--- config.mk ---
export PLATFORM = sky130hd
export DESIGN_NAME = decode_scan_ctrl_flat
export DESIGN_NICKNAME = d
export VERILOG_FILES = /design/src/rtl/decode_scan_pkg.sv /design/src/rtl/decode_scan_ctrl_if.sv /design/src/rtl/decode_scan_dwell_cnt.sv /design/src/rtl/decode_scan_ctrl.sv /design/src/flat_wrapper.sv
export SDC_FILE = /design/constraint.sdc
export NUM_CORES = 1
export LEC_CHECK = 0
export ABC_AREA = 1
export CAP_MARGIN = 20
export CORE_MARGIN = 4
export CORE_UTILIZATION = 51
export CTS_BUF_LIST = sky130_fd_sc_hd__clkbuf_16
export DETAILED_ROUTE_END_ITERATION = 8
export PLACE_DENSITY = 0.78
export SLEW_MARGIN = 30
export SYNTH_ARGS = -nofsm -noshare
export SYNTH_HDL_FRONTEND = slang
export SYNTH_SLANG_ARGS = --single-unit
--- constraint.sdc ---
create_clock -name clk -period 1.7 [get_ports clk]
set_input_delay 0.34 -clock clk [delete_from_list [all_inputs] [get_ports clk]]
set_output_delay 0.34 -clock clk [all_outputs]
set_load 0.05 [all_outputs]
--- src/rtl/decode_scan_pkg.sv ---
// rtl/decode_scan_pkg.sv - shared types, sizes and channel search helper for the decode scan controller
// Contents: state_t (IDLE/DWELL/DONE), NUM_CH, SEL_W, first_ch().
package decode_scan_pkg;

    localparam int NUM_CH = 8;
    localparam int SEL_W  = 3;

    typedef enum logic [1:0] {
        IDLE  = 2'd0,
        DWELL = 2'd1,
        DONE  = 2'd2
    } state_t;

    // Lowest enabled channel at index >= from. MSB of the result is the
    // found flag, the low SEL_W bits the channel index. Scanning downward
    // lets the last hit (the lowest index) win.
    function automatic logic [SEL_W:0] first_ch(input logic [NUM_CH-1:0] m, input int from);
        logic [SEL_W:0] r;
        r = '0;
        for (int i = NUM_CH - 1; i >= 0; i--) begin
            if (m[i] && (i >= from)) begin
                r = {1'b1, SEL_W'(i)};
            end
        end
        return r;
    endfunction

endpackage

--- src/rtl/decode_scan_ctrl_if.sv ---
// rtl/decode_scan_ctrl_if.sv - control/status bundle between a scan requester and the decode scan controller
// master: drives start, stop, cont, mask, dwell; receives sel, en, ch_start, busy, done.
// slave : the controller side (directions reversed).
interface decode_scan_ctrl_if
    import decode_scan_pkg::*;
#(
    parameter int DWELL_W = 8
);
    logic               start;
    logic               stop;
    logic               cont;
    logic [NUM_CH-1:0]  mask;
    logic [DWELL_W-1:0] dwell;
    logic [SEL_W-1:0]   sel;
    logic               en;
    logic               ch_start;
    logic               busy;
    logic               done;

    modport master (
        output start, stop, cont, mask, dwell,
        input  sel, en, ch_start, busy, done
    );

    modport slave (
        input  start, stop, cont, mask, dwell,
        output sel, en, ch_start, busy, done
    );
endinterface

--- src/rtl/decode_scan_dwell_cnt.sv ---
// rtl/decode_scan_dwell_cnt.sv - per-channel dwell down-counter with expiry flag
// Ports: clk, rst (async, active-high), load_i/load_val_i (reload), dec_i (count down),
//        expired_o (count has reached zero: current cycle is the last of the dwell).
module decode_scan_dwell_cnt #(
    parameter int DWELL_W = 8
) (
    input  logic               clk,
    input  logic               rst,
    input  logic               load_i,
    input  logic [DWELL_W-1:0] load_val_i,
    input  logic               dec_i,
    output logic               expired_o
);
    logic [DWELL_W-1:0] cnt_q;

    always_ff @(posedge clk or posedge rst) begin
        if (rst) begin
            cnt_q <= '0;
        end else if (load_i) begin
            cnt_q <= load_val_i;
        end else if (dec_i && (cnt_q != '0)) begin
            cnt_q <= cnt_q - DWELL_W'(1);
        end
    end

    assign expired_o = (cnt_q == '0);
endmodule

--- src/rtl/decode_scan_ctrl.sv ---
// rtl/decode_scan_ctrl.sv - channel sweep controller driving a 3-to-8 decoder (sel/en)
// Ports: clk, rst (async, active-high), bus (decode_scan_ctrl_if.slave).
// Macro SCAN_SKIP_MASK_EN: when defined, only channels with their mask bit set are visited;
// otherwise mask is ignored and channels 0..7 are all visited.
module decode_scan_ctrl
    import decode_scan_pkg::*;
#(
    parameter int DWELL_W = 8
) (
    input  logic                 clk,
    input  logic                 rst,
    decode_scan_ctrl_if.slave    bus
);
    state_t             state_q, state_d;
    logic [SEL_W-1:0]   sel_q, sel_d;
    logic               en_q, en_d;
    logic               ch_start_q, ch_start_d;
    logic               busy_q, busy_d;
    logic               done_q, done_d;
    logic [NUM_CH-1:0]  mask_q, mask_d;
    // Holds effective dwell minus one, i.e. the counter reload value.
    logic [DWELL_W-1:0] dwell_q, dwell_d;

    logic               cnt_load, cnt_dec, cnt_expired;
    logic [DWELL_W-1:0] cnt_load_val;
    logic [NUM_CH-1:0]  in_mask;
    logic [DWELL_W-1:0] start_dwell_m1;
    logic [SEL_W:0]     pick_start, pick_next, pick_first;

`ifdef SCAN_SKIP_MASK_EN
    assign in_mask = bus.mask;
`else
    assign in_mask = '1;
`endif

    // A dwell of zero behaves like one: both reload as zero.
    assign start_dwell_m1 = (bus.dwell == '0) ? '0 : bus.dwell - DWELL_W'(1);

    assign pick_start = first_ch(in_mask, 0);
    assign pick_next  = first_ch(mask_q, int'(sel_q) + 1);
    assign pick_first = first_ch(mask_q, 0);

    decode_scan_dwell_cnt #(.DWELL_W(DWELL_W)) u_cnt (
        .clk        (clk),
        .rst        (rst),
        .load_i     (cnt_load),
        .load_val_i (cnt_load_val),
        .dec_i      (cnt_dec),
        .expired_o  (cnt_expired)
    );

    always_ff @(posedge clk or posedge rst) begin
        if (rst) begin
            state_q    <= IDLE;
            sel_q      <= '0;
            en_q       <= 1'b0;
            ch_start_q <= 1'b0;
            busy_q     <= 1'b0;
            done_q     <= 1'b0;
            mask_q     <= '0;
            dwell_q    <= '0;
        end else begin
            state_q    <= state_d;
            sel_q      <= sel_d;
            en_q       <= en_d;
            ch_start_q <= ch_start_d;
            busy_q     <= busy_d;
            done_q     <= done_d;
            mask_q     <= mask_d;
            dwell_q    <= dwell_d;
        end
    end

    always_comb begin
        state_d      = state_q;
        sel_d        = sel_q;
        en_d         = 1'b0;
        ch_start_d   = 1'b0;
        busy_d       = busy_q;
        done_d       = 1'b0;
        mask_d       = mask_q;
        dwell_d      = dwell_q;
        cnt_load     = 1'b0;
        cnt_load_val = dwell_q;
        cnt_dec      = 1'b0;

        case (state_q)
            IDLE: begin
                busy_d = 1'b0;
                if (bus.start && !bus.stop) begin
                    mask_d  = in_mask;
                    dwell_d = start_dwell_m1;
                    busy_d  = 1'b1;
                    if (pick_start[SEL_W]) begin
                        state_d      = DWELL;
                        sel_d        = pick_start[SEL_W-1:0];
                        en_d         = 1'b1;
                        ch_start_d   = 1'b1;
                        cnt_load     = 1'b1;
                        cnt_load_val = start_dwell_m1;
                    end else begin
                        // Nothing enabled: report an empty sweep.
                        state_d = DONE;
                        done_d  = 1'b1;
                    end
                end
            end
            DWELL: begin
                busy_d = 1'b1;
                en_d   = 1'b1;
                if (cnt_expired) begin
                    if (pick_next[SEL_W]) begin
                        sel_d      = pick_next[SEL_W-1:0];
                        ch_start_d = 1'b1;
                        cnt_load   = 1'b1;
                    end else if (bus.cont && pick_first[SEL_W]) begin
                        sel_d      = pick_first[SEL_W-1:0];
                        ch_start_d = 1'b1;
                        cnt_load   = 1'b1;
                    end else begin
                        state_d = DONE;
                        en_d    = 1'b0;
                        done_d  = 1'b1;
                    end
                end else begin
                    cnt_dec = 1'b1;
                end
            end
            DONE: begin
                state_d = IDLE;
                busy_d  = 1'b0;
            end
            default: begin
                state_d = IDLE;
                busy_d  = 1'b0;
            end
        endcase

        // Abort overrides everything, including a start in the same cycle.
        if (bus.stop) begin
            state_d    = IDLE;
            sel_d      = sel_q;
            en_d       = 1'b0;
            ch_start_d = 1'b0;
            busy_d     = 1'b0;
            done_d     = 1'b0;
            mask_d     = mask_q;
            dwell_d    = dwell_q;
            cnt_load   = 1'b0;
            cnt_dec    = 1'b0;
        end
    end

    assign bus.sel      = sel_q;
    assign bus.en       = en_q;
    assign bus.ch_start = ch_start_q;
    assign bus.busy     = busy_q;
    assign bus.done     = done_q;
endmodule

--- src/flat_wrapper.sv ---
// flat-port wrapper written by rule: the top's interface ports become plain ports
module decode_scan_ctrl_flat import decode_scan_pkg::*;
#(
    parameter int DWELL_W = 8
)
  (clk, rst, bus_start, bus_stop, bus_cont, bus_mask, bus_dwell, bus_sel, bus_en, bus_ch_start, bus_busy, bus_done);
  decode_scan_ctrl_if #(.DWELL_W(DWELL_W)) bus_i ();
  input  logic clk;
  input  logic rst;
  input wire logic [$bits(bus_i.start)-1:0] bus_start;
  input wire logic [$bits(bus_i.stop)-1:0] bus_stop;
  input wire logic [$bits(bus_i.cont)-1:0] bus_cont;
  input wire logic [$bits(bus_i.mask)-1:0] bus_mask;
  input wire logic [$bits(bus_i.dwell)-1:0] bus_dwell;
  output wire logic [$bits(bus_i.sel)-1:0] bus_sel;
  output wire logic [$bits(bus_i.en)-1:0] bus_en;
  output wire logic [$bits(bus_i.ch_start)-1:0] bus_ch_start;
  output wire logic [$bits(bus_i.busy)-1:0] bus_busy;
  output wire logic [$bits(bus_i.done)-1:0] bus_done;
  assign bus_i.start = bus_start;
  assign bus_i.stop = bus_stop;
  assign bus_i.cont = bus_cont;
  assign bus_i.mask = bus_mask;
  assign bus_i.dwell = bus_dwell;
  assign bus_sel = bus_i.sel;
  assign bus_en = bus_i.en;
  assign bus_ch_start = bus_i.ch_start;
  assign bus_busy = bus_i.busy;
  assign bus_done = bus_i.done;
  decode_scan_ctrl #(.DWELL_W(DWELL_W)) u_core (.clk(clk), .rst(rst), .bus(bus_i));
endmodule
======== After elaboration in Yosys (flattened, before gate mapping) ========
Index checks and enable logic that the tools add are counted.
word-level totals
  bits in registers ....................... 26
  logic and storage cells ................. 101
  output and inout bits ................... 7
cells by class
  eq/ne operators ......................... 8
  bitwise gates (word level) .............. 1
  reductions and logical operators ........ 21
  add/subtract/negate cells ............... 3
  order comparisons ....................... 8
  muxes and demuxes ....................... 51
operators by type and width
  cell                                                                count
  greater-or-equal comparator 4 x 32 -> 1 bit (first input constant)  4
  greater-or-equal comparator 3 x 32 -> 1 bit (first input constant)  2
  two-way mux 4 bit                                                   16
  two-way mux 8 bit                                                   5
  greater-or-equal comparator 1 x 32 -> 1 bit (first input constant)  1
  greater-or-equal comparator 2 x 32 -> 1 bit (first input constant)  1
  logical NOT 8 bit                                                   2
  two-way mux 1 bit                                                   16
  subtractor 8 x 1 -> 8 bit (second input constant)                   2
  two-way mux 3 bit                                                   4
  logical AND 1 bit                                                   11
  two-way mux 2 bit                                                   5
  nonzero test 8 bit                                                  1
  != test 3 x 2 -> 1 bit (second input constant)                      2
  != test 3 bit (second input constant)                               2
  case mux 1 bit (2 select lines)                                     3
  case mux 3 bit (2 select lines)                                     1
  AND reduction 5 bit                                                 1
  adder 3 x 1 -> 4 bit (second input constant)                        1
  != test 2 x 1 -> 1 bit (second input constant)                      2
  case mux 2 bit (2 select lines)                                     1
  AND reduction 4 bit                                                 1
  nonzero test 2 bit                                                  2
  != test 3 x 1 -> 1 bit (second input constant)                      1
  other kinds (5)                                                     5

======== Logic depth before layout (Yosys ltp) ========
  depth in word-level cells ............... 16
  gate-level depth with buffers ........... 10
  gate-level depth less buffers ........... 10

======== Cells and area by module ========
From an unflattened synthesis, not the netlist that was laid out.
second synthesis, totals
  cells, all modules ...................... 222
  area, all modules ....................... 1620.3 µm²
by module, submodules not included
  module                 cells each  seq. area each (µm²)  instances  area an instance (µm²)
  decode_scan_ctrl       131         450.4                 1          996.0
  decode_scan_dwell_cnt  91          200.2                 1          624.3

======== Worst setup path after synthesis ========
No wires, ideal clock.
  path kind ............................... flip-flop to flip-flop
  from .................................... register u_core.sel_q[1] (netlist: u_core.bus.sel[1])
  to ...................................... register u_core.u_cnt.cnt_q[5]
  path buffers ............................ 1
  clock period less this slack ............ 1568 ps
  required time ........................... 1575 ps
  arrival time ............................ 1443 ps
  cell stages (with the launch flop) ...... 9
  setup slack ............................. 132 ps
  setup time .............................. 125 ps
  cell sequence ........................... dfrtp_1 > nand3_1 > nand2_1 > nand2_1 > nand3_4 > nand2_4 > buf_6 > nand2_1 > nand3_1
on the way
  word-level cells in the longest chain between the ends .. 16
ends and longest elaborated chain
  item                                                            line                         RTL
  from (decl)                                                     decode_scan_ctrl.sv:15       logic [SEL_W-1:0] sel_q, sel_d;
  from (signal assigned)                                          decode_scan_ctrl.sv:64       sel_q <= sel_d;
  adder 3 x 1 -> 4 bit *                                          decode_scan_ctrl.sv:40       assign pick_next = first_ch(mask_q, int'(sel_q) + 1);
  greater-or-equal comparator 4 x 32 -> 1 bit                     decode_scan_pkg.sv:21        if (m[i] && (i >= from)) begin
  logical AND 1 bit                                               decode_scan_pkg.sv:21
  two-way mux 4 bit (7 in a row)                                  decode_scan_pkg.sv:21
  two-way mux 4 bit *                                             decode_scan_pkg.sv:21
  two-way mux 1 bit * (2 in a row)                                n/a
  case mux 1 bit (2 select lines) *                               n/a
  two-way mux 1 bit *                                             n/a
  net u_core.ch_start_d                                           decode_scan_ctrl.sv:17       logic ch_start_q, ch_start_d;
  two-way mux 8 bit / nonzero test 2 bit (equally long branches)  n/a
  to (signal assigned)                                            decode_scan_dwell_cnt.sv:20  cnt_q <= load_val_i;
  to (signal assigned)                                            decode_scan_dwell_cnt.sv:22  cnt_q <= cnt_q - DWELL_W'(1);
  to (decl)                                                       decode_scan_dwell_cnt.sv:14  logic [DWELL_W-1:0] cnt_q;
Mark *: on every way through the listed nets, which the timed path passes. The rest lies on a longest branch.
A chain may end at the register's enable or synchronous reset.

======== Worst setup path in the final report ========
  from .................................... input port bus_stop
  to ...................................... register u_core.u_cnt.cnt_q[0]
on the way
  word-level cells in the longest chain between the ends .. 6
ends and longest elaborated chain
  item                                                            line                     RTL
  from (decl)                                                     flat_wrapper.sv:11       input wire logic [$bits(bus_i.stop)-1:0] bus_stop;
  logical NOT 1 bit                                               decode_scan_ctrl.sv:90   if (bus.start && !bus.stop) begin
  logical AND 1 bit                                               decode_scan_ctrl.sv:90
  two-way mux 1 bit                                               decode_scan_ctrl.sv:90
  case mux 1 bit (2 select lines)                                 decode_scan_ctrl.sv:87   case (state_q)
  two-way mux 1 bit                                               decode_scan_ctrl.sv:140  if (bus.stop) begin
  two-way mux 8 bit / nonzero test 2 bit (equally long branches)  n/a
Several ways; a longest one is shown, not always the timed one.

==> impl_table.tex <==
\begin{tabular}{lr}
\hline
Metric & Value \\
\hline
\multicolumn{2}{l}{\textbf{Status}} \\
\quad Result of the run & completed \\
\multicolumn{2}{l}{\textbf{Power and ir drop}} \\
\quad Pleak & roughly 1.0 nW \\
\quad Net switching share of the total power & 33.19\% \\
\quad Part of the total power dissipated in sequential elements & between 30\% and 40\% \\
\quad VDD IR max & 1.375 mV \\
\quad Internal power summed over all cells & 1.563 mW \\
\quad Share of total power in combinational logic & 33.1\% \\
\quad Overall Power & about 2.3 mW \\
\quad Net Sw Power & 776.4 uW \\
\quad Proportion of power drawn by the clock network & between 20\% and 30\% \\
\quad Total power density per cell area & approximately 1200 nW/um2 \\
\multicolumn{2}{l}{\textbf{GRT}} \\
\quad Global-route wire length before repair & 5761 um \\
\quad Number of global-route vias before repair & around 1,300 \\
\quad Overall Global Routing Usage & 17.91\% \\
\quad Number of antenna violations at the first check in global routing & 0 \\
\quad Total congestion overflow & 0 \\
\quad Largest net degree at the start of global routing & 27 \\
\multicolumn{2}{l}{\textbf{Clocking}} \\
\quad TritonCTS clock tree & done \\
\quad Clock Latency Late Sink & about 260 ps \\
\quad Number of clock buffers inserted by TritonCTS & 3 \\
\quad Clock slew seen by the registers of the worst setup and hold paths & $\sim$60 ps \\
\quad CTS H-tree lvls & 1 \\
\quad Clock root buffer & sky130\_fd\_sc\_hd\_\_clkbuf\_16 \\
\quad Maximum count of clock buffers along a single path & 2 \\
\quad Post-CTS Setup Bufs & 0 \\
\quad Total clock sinks & 26 \\
\multicolumn{2}{l}{\textbf{Floorplanning}} \\
\quad Die area & 3876 um2 \\
\quad Horizontal extent of the die & 62.26 um \\
\quad CORE AREA & 2781 um2 \\
\quad Standard-cell row count & 19 \\
\quad I/O pins & 28 \\
\quad Starting Density & 53.98\% \\
\quad Die Ht & 62.26 um \\
\multicolumn{2}{l}{\textbf{Drt}} \\
\quad Average detailed-routed wire length per instance & 12.13 um \\
\quad Router iterations before antenna repair & 5 \\
\quad Iteration-0 DRC Markers & between 100 and 150 \\
\quad Final routed wirelength across all metal layers & 3323 um \\
\quad Routed vias/inst & just over 5 \\
\quad Routed met1 length & between 1000 and 1500 um \\
\quad Remaining design rule violation count & 0 \\
\quad Remaining number of nets flagged by the antenna check after routing & 0 \\
\quad Overall via count from detail\_route & approximately 1,400 \\
\quad Topmost layer with routed signal wires & met4 \\
\quad Met3 Wirelength & 145 um \\
\quad Met2 routed WL & 1676 um \\
\multicolumn{2}{l}{\textbf{STA}} \\
\quad Worst-case clock skew & approximately 1.4 ps \\
\quad Worst path setup slack after routing & between 100 and 150 ps \\
\quad Transition time at the pin with the least slew margin & 321.6 ps \\
\quad Time the final worst path needs with I/O delays and setup & 1567 ps \\
\quad Share of the clock period used by the worst path & 92.18\% \\
\quad Max-slew violation count & 0 \\
\quad Final setup violation count & 0 \\
\quad Hold violation count in the final report & 0 \\
\quad Achievable clock frequency & 0.6381 GHz \\
\quad RSZ-0062 raised after global routing & no \\
\quad Worst max-slew margin expressed relative to the limit & 78.56\% \\
\quad Worst Hold Slack & 421.6 ps \\
\multicolumn{2}{l}{\textbf{Layout}} \\
\quad Area of all sequential standard cells & 650.6 um2 \\
\quad Filler Cells Inserted & 247 \\
\quad Leading cell type in the layout, fill and taps excluded & sky130\_fd\_sc\_hd\_\_nand2\_1 \\
\quad Antenna cells & 0 \\
\quad Area grow syn2layout & 30.75\% \\
\quad Combined area of the multi-input logic cells & between 700 and 800 um2 \\
\quad Commonest cells after routing, fill and taps aside & 72 x sky130\_fd\_sc\_hd\_\_nand2\_1, 27 x sky130\_fd\_sc\_hd\_\_buf\_4, 26 x sky130\_fd\_sc\_hd\_\_dfrtp\_1 \\
\quad Share of final-layout standard cells stronger than drive strength 1 & 19.34\% \\
\quad Fin nets & around 270 \\
\quad Fin util & 70.58\% \\
\multicolumn{2}{l}{\textbf{Setup path}} \\
\quad Critical Path End Type & register \\
\quad Start-to-end type of the worst setup path & input port to register \\
\quad Worst setup SP type & input port \\
\quad WP data arrival & between 1500 and 2000 ps \\
\quad Reg-to-reg setup timing slack & 160 ps \\
\quad Crit path max fanout & 6 \\
\quad Data required time of the critical path & 1850 ps \\
\multicolumn{2}{l}{\textbf{Yosys}} \\
\quad Post-Syn Area & 1501 um2 \\
\quad Avg Synthesized Cell Area & 7.433 um2 \\
\quad Synth warn & 0 \\
\quad Synth cell types & 23 \\
\quad Gate Count Post-Synth & 202 \\
\quad Post-synth net total & 227 \\
\quad Share of synthesized area occupied by flip-flops and latches & 43.33\% \\
\quad Synthesized flop and latch total & 26 \\
\multicolumn{2}{l}{\textbf{Min path}} \\
\quad Tightest Hold Check Type & input port to async pin \\
\multicolumn{2}{l}{\textbf{Flow run}} \\
\quad Number of max-capacitance violations reported & 0 \\
\multicolumn{2}{l}{\textbf{Place}} \\
\quad Buffers on Ports & 19 \\
\quad Gpl congestion & around 0.82 \\
\quad Half-perimeter wire length of the detailed placement result & around 2500 um \\
\quad Setup slack after placement & -190.7 ps \\
\hline
\end{tabular}
-- kinds of logic after synthesis --
family | Yosys count | synth area share, %
simple gates | 132 | 40.08
buf+inv | 27 | 7.249
flops | 26 | 43.33
compound gates | 7 | 2.500
xor+xnor | 6 | 3.500
fa+ha+maj | 4 | 3.333
-- state kept, by name, indices dropped and copies added, names as in the netlist --
name / cells
u_core.bus.busy: 1
u_core.bus.ch_start: 1
u_core.bus.done: 1
u_core.bus.en: 1
u_core.bus.sel: 3
u_core.dwell_q: 8
u_core.mask_q: 1
u_core.state_q: 2
u_core.u_cnt.cnt_q: 8
-- cells in the mapped netlist --
master	count	area share, %
sky130_fd_sc_hd__nand2_2	1	0.42
sky130_fd_sc_hd__inv_2	4	1.0
sky130_fd_sc_hd__dfrtp_1	26	43
sky130_fd_sc_hd__nand2_4	1	0.75
sky130_fd_sc_hd__ha_1	4	3.3
sky130_fd_sc_hd__o21ai_1	5	1.7
sky130_fd_sc_hd__clkbuf_1	1	0.25
sky130_fd_sc_hd__xnor2_1	4	2.3
sky130_fd_sc_hd__nand2_1	73	18
sky130_fd_sc_hd__nor3_1	5	1.7
sky130_fd_sc_hd__nor2_1	20	5.0
sky130_fd_sc_hd__nor2_4	1	0.75
sky130_fd_sc_hd__buf_6	1	0.75
sky130_fd_sc_hd__nand3_4	1	1.2
sky130_fd_sc_hd__nand4_1	7	2.9
sky130_fd_sc_hd__nor2_2	5	2.1
sky130_fd_sc_hd__xor2_1	2	1.2
sky130_fd_sc_hd__o21bai_1	1	0.50
sky130_fd_sc_hd__nand4_4	1	1.4
sky130_fd_sc_hd__o21ai_0	1	0.33
sky130_fd_sc_hd__inv_1	20	5.0
sky130_fd_sc_hd__clkinv_1	1	0.25
sky130_fd_sc_hd__nand3_1	17	5.7
-- metal layers --
metal  global-route usage (%)  vias to the layer above
met3                    3.964                        2
li1                         -                      722
met4                    3.448                        0
met2                    29.79                       31
met1                    24.05                      665
met5                        0                        -
-- power groups by stage --
stage / logic [mW] / clock network [mW] / registers (mW)
floorplan: 0.490 / 0 / 0.921
global placement: 0.738 / 0 / 0.889
detailed placement: 0.765 / 0 / 0.893
CTS: 0.774 / 0.682 / 0.885
global route: 0.878 / 0.709 / 0.913
finish: 0.775 / 0.676 / 0.889
-- timing repair --
item / 4_1_cts / 5_1_grt
hold buffers: 0 / 0
resized for setup: 0 / 3
setup endpoints to repair: 0 / 8
-- cell type report --
class | count | area share [%]
timing repair buffer | 39 | 16.44
inverter | 25 | 4.780
clock buffer | 3 | 3.824
tap | 31 | 1.976
sequential | 26 | 33.14
multi-input combinational | 149 | 38.30
clock inverter | 1 | 1.530
-- critical path: stages --
cell and delay [ps]:
sky130_fd_sc_hd__clkdlybuf4s50_1 420, sky130_fd_sc_hd__inv_2 90, sky130_fd_sc_hd__nand2_1 90, sky130_fd_sc_hd__nor2_2 190, sky130_fd_sc_hd__inv_2 60, sky130_fd_sc_hd__nor2_2 240
sky130_fd_sc_hd__nor2_1 70, sky130_fd_sc_hd__o21ai_1 140, sky130_fd_sc_hd__nand2_1 70
-- worst paths after layout --
kind,from,to,cells after the start
max reg2reg,u_core.u_cnt.cnt_q[1]$_DFFE_PP0P_,u_core.u_cnt.cnt_q[0]$_DFFE_PP0P_,9
min in group clk,u_core.dwell_q[4]$_DFFE_PP0N_,u_core.dwell_q[4]$_DFFE_PP0N_,2
max,bus_stop,u_core.u_cnt.cnt_q[0]$_DFFE_PP0P_,9
max in group asynchronous,rst,u_core.u_cnt.cnt_q[2]$_DFFE_PP0P_,3
min reg2reg,u_core.dwell_q[4]$_DFFE_PP0N_,u_core.dwell_q[4]$_DFFE_PP0N_,2
min,rst,u_core.bus.ch_start$_DFF_PP0_,3
-- metrics by stage --
stage / area, um2 / std cells / TNS [ps]
after floorplan: 1501 / 202 / 0
after global placement: 1848 / 270 / -1118
after detailed placement: 1848 / 270 / -1628
after CTS: 1953 / 274 / 0
after global routing: 1963 / 274 / 0
final: 1963 / 274 / 0
(Power assumes the default switching activity.)
